$ cat config.mk
export PLATFORM = sky130hd
export DESIGN_NAME = useq_uart_bridge
export DESIGN_NICKNAME = d
export VERILOG_FILES = /design/src/rtl/useq_uart_bridge.sv
export SDC_FILE = /design/constraint.sdc
export NUM_CORES = 1
export LEC_CHECK = 0
export CAP_MARGIN = 0
export CORE_ASPECT_RATIO = 1.25
export CORE_MARGIN = 5
export CORE_UTILIZATION = 40
export CTS_BUF_LIST = sky130_fd_sc_hd__clkbuf_8 sky130_fd_sc_hd__clkbuf_16
export DETAILED_ROUTE_END_ITERATION = 6
export PLACE_DENSITY = 0.65
export SKIP_LAST_GASP = 1
export SYNTH_ARGS = -nofsm -noshare
export SYNTH_HDL_FRONTEND = slang
export SYNTH_SLANG_ARGS = --single-unit
$ cat constraint.sdc
create_clock -name clk -period 4.05 [get_ports clk]
set_clock_uncertainty 0.15 [all_clocks]
set_input_delay 0.81 -clock clk [delete_from_list [all_inputs] [get_ports clk]]
set_output_delay 0.81 -clock clk [all_outputs]
set_load 0.005 [all_outputs]
$ cat src/rtl/useq_uart_bridge.sv
// 8N1 UART front end for the useq host FIFO: received bytes are pushed into the
// core FIFO, and bytes popped from the core FIFO are transmitted on uart_tx.
module useq_uart_bridge #(
  parameter int CLKS_PER_BIT = 234
) (
  input  logic       clk,
  input  logic       rst,
  input  logic       uart_rx,
  output logic       uart_tx,
  output logic       write_fifo,
  output logic [7:0] fifo_in,
  input  logic       fifo_full,
  output logic       read_fifo,
  input  logic [7:0] fifo_out,
  input  logic       fifo_empty,
  output logic       tx_busy,
  output logic       rx_overrun,
  output logic       rx_frame_err,
  output logic [1:0] rx_state_dbg,
  output logic [2:0] tx_state_dbg
);

  // Handshake: write_fifo is a one-cycle push, only issued while fifo_full is low,
  // with fifo_in valid in that cycle. read_fifo is a one-cycle pop, only issued
  // while fifo_empty is low; fifo_out is valid the cycle after the pop strobe.

  localparam int CW = $clog2(CLKS_PER_BIT);
  localparam logic [CW-1:0] BIT_LAST = CW'(CLKS_PER_BIT - 1);
  localparam logic [CW-1:0] BIT_HALF = CW'(CLKS_PER_BIT / 2);

  localparam logic [1:0] RX_IDLE  = 2'd0;
  localparam logic [1:0] RX_START = 2'd1;
  localparam logic [1:0] RX_DATA  = 2'd2;
  localparam logic [1:0] RX_STOP  = 2'd3;

  localparam logic [2:0] TX_IDLE  = 3'd0;
  localparam logic [2:0] TX_POP   = 3'd1;
  localparam logic [2:0] TX_LOAD  = 3'd2;
  localparam logic [2:0] TX_START = 3'd3;
  localparam logic [2:0] TX_DATA  = 3'd4;
  localparam logic [2:0] TX_STOP  = 3'd5;

  logic          rx_meta;
  logic          rx_sync;
  logic [1:0]    rx_state;
  logic [CW-1:0] rx_cnt;
  logic [2:0]    rx_bit;
  logic [7:0]    rx_shift;
  logic          hold_valid;
  logic [7:0]    hold_data;

  logic [2:0]    tx_state;
  logic [CW-1:0] tx_cnt;
  logic [2:0]    tx_bit;
  logic [7:0]    tx_shift;

  assign rx_state_dbg = rx_state;
  assign tx_state_dbg = tx_state;
  assign tx_busy      = (tx_state != TX_IDLE);

  // Two-flop synchronizer; resets to the idle (high) line level.
  always_ff @(posedge clk) begin
    if (rst) begin
      rx_meta <= 1'b1;
      rx_sync <= 1'b1;
    end else begin
      rx_meta <= uart_rx;
      rx_sync <= rx_meta;
    end
  end

  always_ff @(posedge clk) begin
    if (rst) begin
      rx_state     <= RX_IDLE;
      rx_cnt       <= '0;
      rx_bit       <= 3'd0;
      rx_shift     <= 8'd0;
      rx_frame_err <= 1'b0;
    end else begin
      case (rx_state)
        RX_IDLE: begin
          if (!rx_sync) begin
            rx_state <= RX_START;
            rx_cnt   <= '0;
          end
        end
        RX_START: begin
          // A start bit that is high again at mid-bit is treated as a glitch.
          if (rx_cnt == BIT_HALF) begin
            rx_cnt   <= '0;
            rx_bit   <= 3'd0;
            rx_state <= rx_sync ? RX_IDLE : RX_DATA;
          end else begin
            rx_cnt <= rx_cnt + 1'b1;
          end
        end
        RX_DATA: begin
          if (rx_cnt == BIT_LAST) begin
            rx_cnt   <= '0;
            rx_shift <= {rx_sync, rx_shift[7:1]};
            if (rx_bit == 3'd7) begin
              rx_state <= RX_STOP;
            end else begin
              rx_bit <= rx_bit + 1'b1;
            end
          end else begin
            rx_cnt <= rx_cnt + 1'b1;
          end
        end
        RX_STOP: begin
          // Leave at the mid-stop sample so the next start edge is not missed.
          if (rx_cnt == BIT_LAST) begin
            rx_cnt   <= '0;
            rx_state <= RX_IDLE;
            if (!rx_sync) begin
              rx_frame_err <= 1'b1;
            end
          end else begin
            rx_cnt <= rx_cnt + 1'b1;
          end
        end
        default: rx_state <= RX_IDLE;
      endcase
    end
  end

  logic rx_good_byte;
  assign rx_good_byte = (rx_state == RX_STOP) && (rx_cnt == BIT_LAST) && rx_sync;

  // One-byte holding register between the receiver and the core FIFO.
  always_ff @(posedge clk) begin
    if (rst) begin
      hold_valid <= 1'b0;
      hold_data  <= 8'd0;
      write_fifo <= 1'b0;
      fifo_in    <= 8'd0;
      rx_overrun <= 1'b0;
    end else begin
      write_fifo <= 1'b0;
      if (hold_valid && !fifo_full) begin
        write_fifo <= 1'b1;
        fifo_in    <= hold_data;
        hold_valid <= 1'b0;
      end
      if (rx_good_byte) begin
        if (hold_valid) begin
          rx_overrun <= 1'b1;
        end else begin
          hold_valid <= 1'b1;
          hold_data  <= rx_shift;
        end
      end
    end
  end

  always_ff @(posedge clk) begin
    if (rst) begin
      tx_state  <= TX_IDLE;
      tx_cnt    <= '0;
      tx_bit    <= 3'd0;
      tx_shift  <= 8'd0;
      uart_tx   <= 1'b1;
      read_fifo <= 1'b0;
    end else begin
      case (tx_state)
        TX_IDLE: begin
          if (read_fifo) begin
            read_fifo <= 1'b0;
            tx_state  <= TX_POP;
          end else begin
            read_fifo <= !fifo_empty;
          end
        end
        TX_POP: begin
          // fifo_out is guaranteed valid in this cycle, so take it here.
          tx_shift <= fifo_out;
          tx_state <= TX_LOAD;
        end
        TX_LOAD: begin
          uart_tx  <= 1'b0;
          tx_cnt   <= '0;
          tx_state <= TX_START;
        end
        TX_START: begin
          if (tx_cnt == BIT_LAST) begin
            tx_cnt   <= '0;
            tx_bit   <= 3'd0;
            uart_tx  <= tx_shift[0];
            tx_shift <= {1'b0, tx_shift[7:1]};
            tx_state <= TX_DATA;
          end else begin
            tx_cnt <= tx_cnt + 1'b1;
          end
        end
        TX_DATA: begin
          if (tx_cnt == BIT_LAST) begin
            tx_cnt <= '0;
            if (tx_bit == 3'd7) begin
              uart_tx  <= 1'b1;
              tx_state <= TX_STOP;
            end else begin
              tx_bit   <= tx_bit + 1'b1;
              uart_tx  <= tx_shift[0];
              tx_shift <= {1'b0, tx_shift[7:1]};
            end
          end else begin
            tx_cnt <= tx_cnt + 1'b1;
          end
        end
        TX_STOP: begin
          // Issue the next pop on the way out so back-to-back frames have one idle cycle.
          if (tx_cnt == BIT_LAST) begin
            tx_cnt    <= '0;
            tx_state  <= TX_IDLE;
            read_fifo <= !fifo_empty;
          end else begin
            tx_cnt <= tx_cnt + 1'b1;
          end
        end
        default: tx_state <= TX_IDLE;
      endcase
    end
  end

endmodule

==> results of run 1 <==
cells in the final DEF (no fill, tap or decap), types with 9 or more instances in the layout:
cell type                          n
sky130_fd_sc_hd__a21oi_1          39
sky130_fd_sc_hd__clkbuf_8          9
sky130_fd_sc_hd__clkdlybuf4s50_1  30
sky130_fd_sc_hd__dfxtp_1          67
sky130_fd_sc_hd__mux2i_1          17
sky130_fd_sc_hd__nand2_1          41
sky130_fd_sc_hd__nand2b_1          9
sky130_fd_sc_hd__nand3_1          13
sky130_fd_sc_hd__nor2_1           29
sky130_fd_sc_hd__nor2b_1          11
sky130_fd_sc_hd__o21ai_0          18
Yosys cell counts (3+ instances only):
| master | n |
|---|---|
| sky130_fd_sc_hd__a211oi_1 | 3 |
| sky130_fd_sc_hd__a21oi_1 | 39 |
| sky130_fd_sc_hd__a311oi_1 | 6 |
| sky130_fd_sc_hd__and3_1 | 4 |
| sky130_fd_sc_hd__buf_1 | 3 |
| sky130_fd_sc_hd__buf_2 | 5 |
| sky130_fd_sc_hd__clkbuf_1 | 11 |
| sky130_fd_sc_hd__dfxtp_1 | 67 |
| sky130_fd_sc_hd__ha_1 | 8 |
| sky130_fd_sc_hd__inv_1 | 8 |
| sky130_fd_sc_hd__mux2_2 | 5 |
| sky130_fd_sc_hd__mux2i_1 | 17 |
| sky130_fd_sc_hd__nand2_1 | 41 |
| sky130_fd_sc_hd__nand2b_1 | 9 |
| sky130_fd_sc_hd__nand3_1 | 13 |
| sky130_fd_sc_hd__nand4_1 | 6 |
| sky130_fd_sc_hd__nor2_1 | 29 |
| sky130_fd_sc_hd__nor2b_1 | 11 |
| sky130_fd_sc_hd__nor3_1 | 4 |
| sky130_fd_sc_hd__o21ai_0 | 18 |
| sky130_fd_sc_hd__o22ai_1 | 5 |
| sky130_fd_sc_hd__or2_2 | 3 |
area by class of cell:
class	count	area, sq um
inverter	8	30.0
clock inverter	7	82.6
fill	768	4070
timing repair buffer	33	320
multi-input combinational	269	1710
sequential	67	1340
tap	95	119
clock buffer	9	124
per-layer routing:
metal | global-route usage [%] | part of all wire, %
met4 | 5.18 | 1.5
met1 | 15.8 | 47
met3 | 3.49 | 2.9
met2 | 23.9 | 48
met5 | 0 | 0
report_power, final:
part           total, mW  switching (mW)  internal, mW
Sequential         0.709          0.0286         0.680
Clock              0.585           0.290         0.295
Combinational      0.152          0.0699        0.0823
cell families after synthesis:
logic type	after synthesis
flip-flops	67
AND/OR/NAND/NOR	147
AO/OA/AOI/OAI	88
XOR/XNOR	2
buffers and inverters	30
multiplexers	24
adder cells (fa/ha/maj)	8
state kept, by name, summed over array words and instances (netlist names), 8 cells and up, named ones only:
signal,cells
hold_data,8
rx_shift,8
rx_cnt,8
fifo_in,8
tx_cnt,8
tx_shift,8
worst paths after layout:
kind | slack, ps | from | end
hold reg to reg | 260 | rx_meta | rx_sync
setup reg to reg | 1760 | tx_state_dbg[1] | tx_cnt[7]
hold / removal | 260 | rx_meta | rx_sync
setup / recovery | 1410 | tx_state_dbg[1] | tx_busy
per-stage QoR:
step	instances	hold WS, ps	util (%)	worst slack, ps	instance area [sq um]
4_1_cts	488	265	47.8	1420	3720
3_5_place_dp	472	245	45.2	1660	3520
3_3_place_gp	472	246	45.2	1670	3520
2_1_floorplan	366	239	-	2220	3180
6_report	488	264	47.8	1410	3720
5_1_grt	488	289	47.8	1320	3720
==> results by stage, run 1 <==
Power and ir drop:
- For this design the ratio of total power to cell area is 388 nW/um^2.
- The leakage power total is 1.47 nW.
- The worst IR drop on VDD is 0.183 mV.
- The total power consumption of the routed design is 1.45 mW.

Routing:
- In this run the remaining antenna-violating nets after routing total 0.
- The sum of routed wire length over all layers is 6540 um.
- After detailed routing, the number of remaining DRC violations is 0.
- The number of design-rule violations left by the first detailed-router iteration is 106.
- Dividing the detail-routed wire length by the instance count gives 13.4 um.
- In the routed layout, each cell is associated on average with a via count of 5.36.
- The via count is 2614.
- The number of detailed-route iterations in the first pass is 4.

Synth:
- The number of synthesized register bits is 67.
- Summing the areas of all xor and xnor instances in the mapped netlist gives 0.550% of the synthesized area.
- The share of the Yosys chip area taken by registers is 42.1%.
- The number of warnings reported in the yosys synthesis log is 0.
- Synthesis instantiated 57 different standard cells from the library.
- Synthesis produced a netlist whose cell count is 366.
- The largest area contributor in the synthesized netlist is sky130_fd_sc_hd__dfxtp_1.
- Ranked by total cell area, the synthesized netlist is headed by sky130_fd_sc_hd__dfxtp_1, sky130_fd_sc_hd__a21oi_1, sky130_fd_sc_hd__mux2i_1.
- The synthesized design contains 0 enable-type register cells.
- The number of nets produced by synthesis is 387.
- The portion of synthesized area spent on multiplexers is 7.82%.
- The simple logic cell fraction of the synthesized area is 24.9%.
- Of all flip-flops after synthesis, the portion carrying an async set or reset was 0%.
- The proportion of netlist area held by the largest area contributor is 42.1%.
- After synthesis, the mean cell area works out to 8.70 sq um.
- By area, the combinational part of the netlist is dominated by simple AND/OR/NAND/NOR gates.
- After synthesis the cells add up to 3180 sq um.
- The compound-gate portion of the synthesized area is 17.2%.
- In the synthesized netlist the dominant register cell turns out to be sky130_fd_sc_hd__dfxtp_1.
- After Yosys synthesis, full adders, half adders and majority gates account for 3.14% of the synthesized area.

Layout:
- 0 antenna diodes ended up in the layout.
- The fraction of layout cells with a size suffix above 1 is 9.41%.
- The net count of the finished layout is 409.
- Compared with the post-synthesis result, the final layout area differs by 17.0%.

CTS:
- The H-tree was split into 3 levels.
- The total setup buffers inserted after CTS is 0.
- Counting the buffers created by CTS gives 9.
- Once the clock tree was built, the resizer swapped 0 gates to a different size.
- The clock passes through at most 2 buffers.
- After clock tree synthesis, the flow added hold-fix buffers numbering 0.
- The TritonCTS clock tree is done.
- For the worst-skew pair, the clock arrives at the later sink with an insertion delay of 350 ps.
- After clock tree synthesis, the clock-pin slew on the worst setup and hold paths is 80 ps.
- The root buffer cell is sky130_fd_sc_hd__clkbuf_8.
- Clock tree synthesis found a total of 67 sinks.

Placement:
- The count of buffers inserted at the top-level ports is 31.
- The post-DP HPWL is 4460 um.
- The routability-driven placement congestion ratio is 0.793.

Die:
- The placeable core region is 7790 sq um.
- The initial core utilization is 40.8%.
- The floorplan step defined a die boundary enclosing 9850 sq um.
- 32 I/O pins were placed.
- The number of placement rows is 36.
- The horizontal die dimension is 89.8 um.
- The vertical die dimension is 110 um.

Setup path:
- The required arrival time at the worst endpoint is 3090 ps.
- The worst-path maximum fanout is 14.
- The worst register-to-register path has a depth of 4.
- Traced cell by cell, the critical path runs through nor3_1, inv_1, clkdlybuf4s50_1.
- The critical path runs through a total of 3 cells.
- The family of cells with the greatest summed delay on the critical path is flip-flops.
- The slowest stage of the critical path belongs to the cell sky130_fd_sc_hd__dfxtp_1.
- STA classifies the critical path startpoint as a register.
- Counting both buffers and inverters, the worst setup path holds a total of 2.
- At the worst endpoint, the arrival time is 1680 ps.
- The kind of capture point of the worst setup path is an output pin.
- The critical path is of the register to output pin type.
- The stage delay of the slowest cell on the critical path is 630 ps.

GRT:
- Global routing finished with a remaining overflow of 0.
- The first-pass GRT wire length is 11200 um.
- Global routing used 13.6% of the available tracks.
- The initial antenna violation count was 0.
- Entering global routing, the biggest net connects 40 pins.
- The via count of the first global-routing pass was 2557.

Timing:
- The measured slew at the worst slew-check pin is 743 ps.
- In the finished design, the share of the clock period the worst path needs comes to 65.1%.
- The upper clock frequency limit is 0.379 GHz.
- The final hold violation count is 0.
- The final total negative setup slack is 0 ps.
- The clock period minus worst slack is 2640 ps.
- In this run the tightest slew margin relative to its limit is 50.2%.
- Setup repair after global routing left no endpoint under its margin.
- The number of pins exceeding their max-slew limit in the final report is 0.
- The total setup violations reported at the end of the flow is 0.

Worst hold path:
- The worst hold path belongs to the class register to register.
- Along the worst hold path, the cell count comes to 1.

Flow run:
- The number of max-cap violations is 0.

Run status:
- The run finished with clean final reports.
No activity file was read; power rests on OpenSTA's default activity.
==> run 2, diff against run 1 <==
==> constraint.sdc (replaced) <==
create_clock -name clk -period 2.47 [get_ports clk]
set_clock_uncertainty 0.15 [all_clocks]
set_input_delay 0.494 -clock clk [delete_from_list [all_inputs] [get_ports clk]]
set_output_delay 0.494 -clock clk [all_outputs]
set_load 0.005 [all_outputs]
==> results by stage, run 2 (synthesized netlist as in run 1, its figures left out) <==
Run status:
- The run finished with clean final reports.

CTS:
- The clock sink count is 67 (unchanged).
- The clock transition at the registers of the reported paths is 70 ps (about the same).
- The clock latency on the worst-skew pair came to 350 ps (about the same).
- The count of H-tree levels built during CTS is 3 (unchanged).
- TritonCTS built the clock tree.
- The number of buffers inserted during clock tree synthesis is 9 (unchanged).
- The number of buffers between clock root and the deepest sink is 2 (unchanged).
- The root buffer cell is sky130_fd_sc_hd__clkbuf_8.
- The count of hold buffers inserted by post-cts repair is 0 (unchanged).
- The total setup buffers inserted after CTS was 0 (unchanged).
- The number of instances resized during post-cts repair is 0 (unchanged).

Flow run:
- The number of max-cap violations is 0 (unchanged).

Timing:
- The final hold violation count is 0 (unchanged).
- The smallest clock period supported by the final layout is computed as 2280 ps.
- Setup repair after global routing left no endpoint under its margin.
- The hold slack is 266 ps (+2.26 ps).
- The number of pins exceeding their max-slew limit in the final report is 0 (unchanged).
- The total setup violations reported at the end of the flow came to 0 (unchanged).
- The final total negative setup slack is 0 ps (unchanged).
- The worst path uses 92.5% of the clock period.
- The measured slew at the worst slew-check pin came to 583 ps (-160 ps).
- The relative max-transition margin is 61.1% (+11 points).
- Static timing analysis puts the maximum clock frequency at 0.438 GHz.

GRT:
- The largest net degree at the start of global routing was 24 (-40%).
- The first-pass GRT wire length is 11500 um (+2.4%).
- The initial antenna violation count was 0 (unchanged).
- The global-route total usage across every layer was 14.2% (+0.61 points).
- The via count of the first global-routing pass is 2457 (-3.9%).
- The total congestion overflow after global routing is 0 (unchanged).

Layout:
- The number of fill cells in the layout was 755 (-1.7%).
- The final net count is 417 (+2.0%).
- The number of antenna cells inserted is 0 (unchanged).
- The most frequent standard cell in the layout excluding fill and tap cells is sky130_fd_sc_hd__dfxtp_1.
- In the layout the commonest cells are sky130_fd_sc_hd__dfxtp_1, sky130_fd_sc_hd__nand2_1, sky130_fd_sc_hd__a21oi_1, sky130_fd_sc_hd__clkdlybuf4s50_1, sky130_fd_sc_hd__nor2_1.
- The area of the multi-input gates came to 1710 sq um (unchanged).
- The fraction of layout cells with a size suffix above 1 is 11.2% (+1.8 points).
- From synthesis to final layout, the design area changed by 19.5%.
- The sequential cell area is 1340 sq um (unchanged).

Placement:
- The routability-driven placement congestion ratio came to 0.803 (+1.2%).
- The count of buffers inserted at the top-level ports is 31 (unchanged).
- The post-DP HPWL came to 4610 um (+3.3%).

Die:
- The overall die area was 9850 sq um (unchanged).
- The number of placement rows came to 36 (unchanged).
- The placeable core region came to 7790 sq um (unchanged).
- The I/O pin count is 32 (unchanged).
- The vertical die dimension is 110 um (unchanged).
- The horizontal die dimension is 89.8 um (unchanged).
- The initial core utilization was 40.8% (unchanged).

Worst hold path:
- The worst hold-check path type is register to register.

Routing:
- The via-per-instance ratio is 5.32 (-0.67%).
- The sum of routed wire length over all layers is 6520 um (-0.35%).
- The number of detailed-route iterations in the first pass is 4 (unchanged).
- The detailed-route wire length per cell was 13.1 um (-2.0%).
- The number of nets still failing antenna checks after routing is 0 (unchanged).
- The number of DRC violations after detailed routing is 0 (unchanged).
- The number of design-rule violations left by the first detailed-router iteration is 126 (+19%).
- The via count was 2639 (+0.96%).

Power and ir drop:
- The worst IR drop on VDD is 0.304 mV (+66%).
- The power per standard cell area came to 641 nW/um^2 (+65%).
- The leakage power total is 1.52 nW (+3.4%).

Setup path:
- The stage delay of the slowest cell on the critical path is 570 ps (-60 ps).
- The required arrival time at the worst endpoint is 1830 ps (-1260 ps).
- Among all stages on the critical path, the largest delay is contributed by sky130_fd_sc_hd__dfxtp_1.
- The arrival time at the worst endpoint was 1640 ps (-40 ps).
- The worst-path maximum fanout is 13 (-1).
- The sort of element at the start of the critical path is a register.
- The kind of capture point of the worst setup path is an output pin.
- The signal on the critical path passes through nor3_1, inv_1, clkdlybuf4s50_1.
- The setup path with the least slack is of type register to output pin.
- The setup slack of the most critical reg-to-reg path was 310 ps (-1450 ps).
## run 2: cell type report
type / instances / area share, %
Tap cell: 95 / 3.12
Timing Repair Buffer: 41 / 10.0
Sequential cell: 67 / 35.3
Inverter: 8 / 0.789
Multi-Input combinational cell: 269 / 44.9
Clock buffer: 10 / 3.62
Clock inverter: 6 / 2.33
## run 2: worst paths after layout
check / startpoint / endpoint / cells after the start
worst min-delay path: rx_meta / rx_sync / 1
worst min register to register: rx_meta / rx_sync / 1
worst max register to register: tx_state_dbg[0] / tx_cnt[6] / 4
worst max-delay path: tx_state_dbg[0] / tx_busy / 3
## run 2: worst max-delay path, delay by kind of cell, from the launching register on
kind,cells,cell delay (ps)
buffers and inverters,2,600
DFF,1,570
and+or+nand+nor,1,120
## run 2: through the flow
stage	total power [mW]	setup WS [ps]	utilization, %	area [sq um]	instances
6_report	2.44	186	48.8	3800	496
2_1_floorplan	1.34	644	-	3180	366
4_1_cts	2.47	163	48.8	3800	496
5_1_grt	2.55	67.7	48.8	3800	496
3_3_place_gp	1.44	443	45.9	3580	480
3_5_place_dp	1.45	352	45.9	3580	480
## run 2: metal layers
layer	track usage [%]	share of wire (%)	routed length [um]	up-vias
met5	0	0	0	-
met4	6.80	1.6	105	0
met3	4.18	4.0	262	9
met2	23.4	49	3220	26
met1	16.9	45	2940	1236
li1	-	-	-	1368
## run 2: report_power, final
part           internal (mW)  switching [mW]
Sequential              1.12          0.0445
Combinational          0.140           0.119
Clock                  0.595           0.425
Total                   1.85           0.588
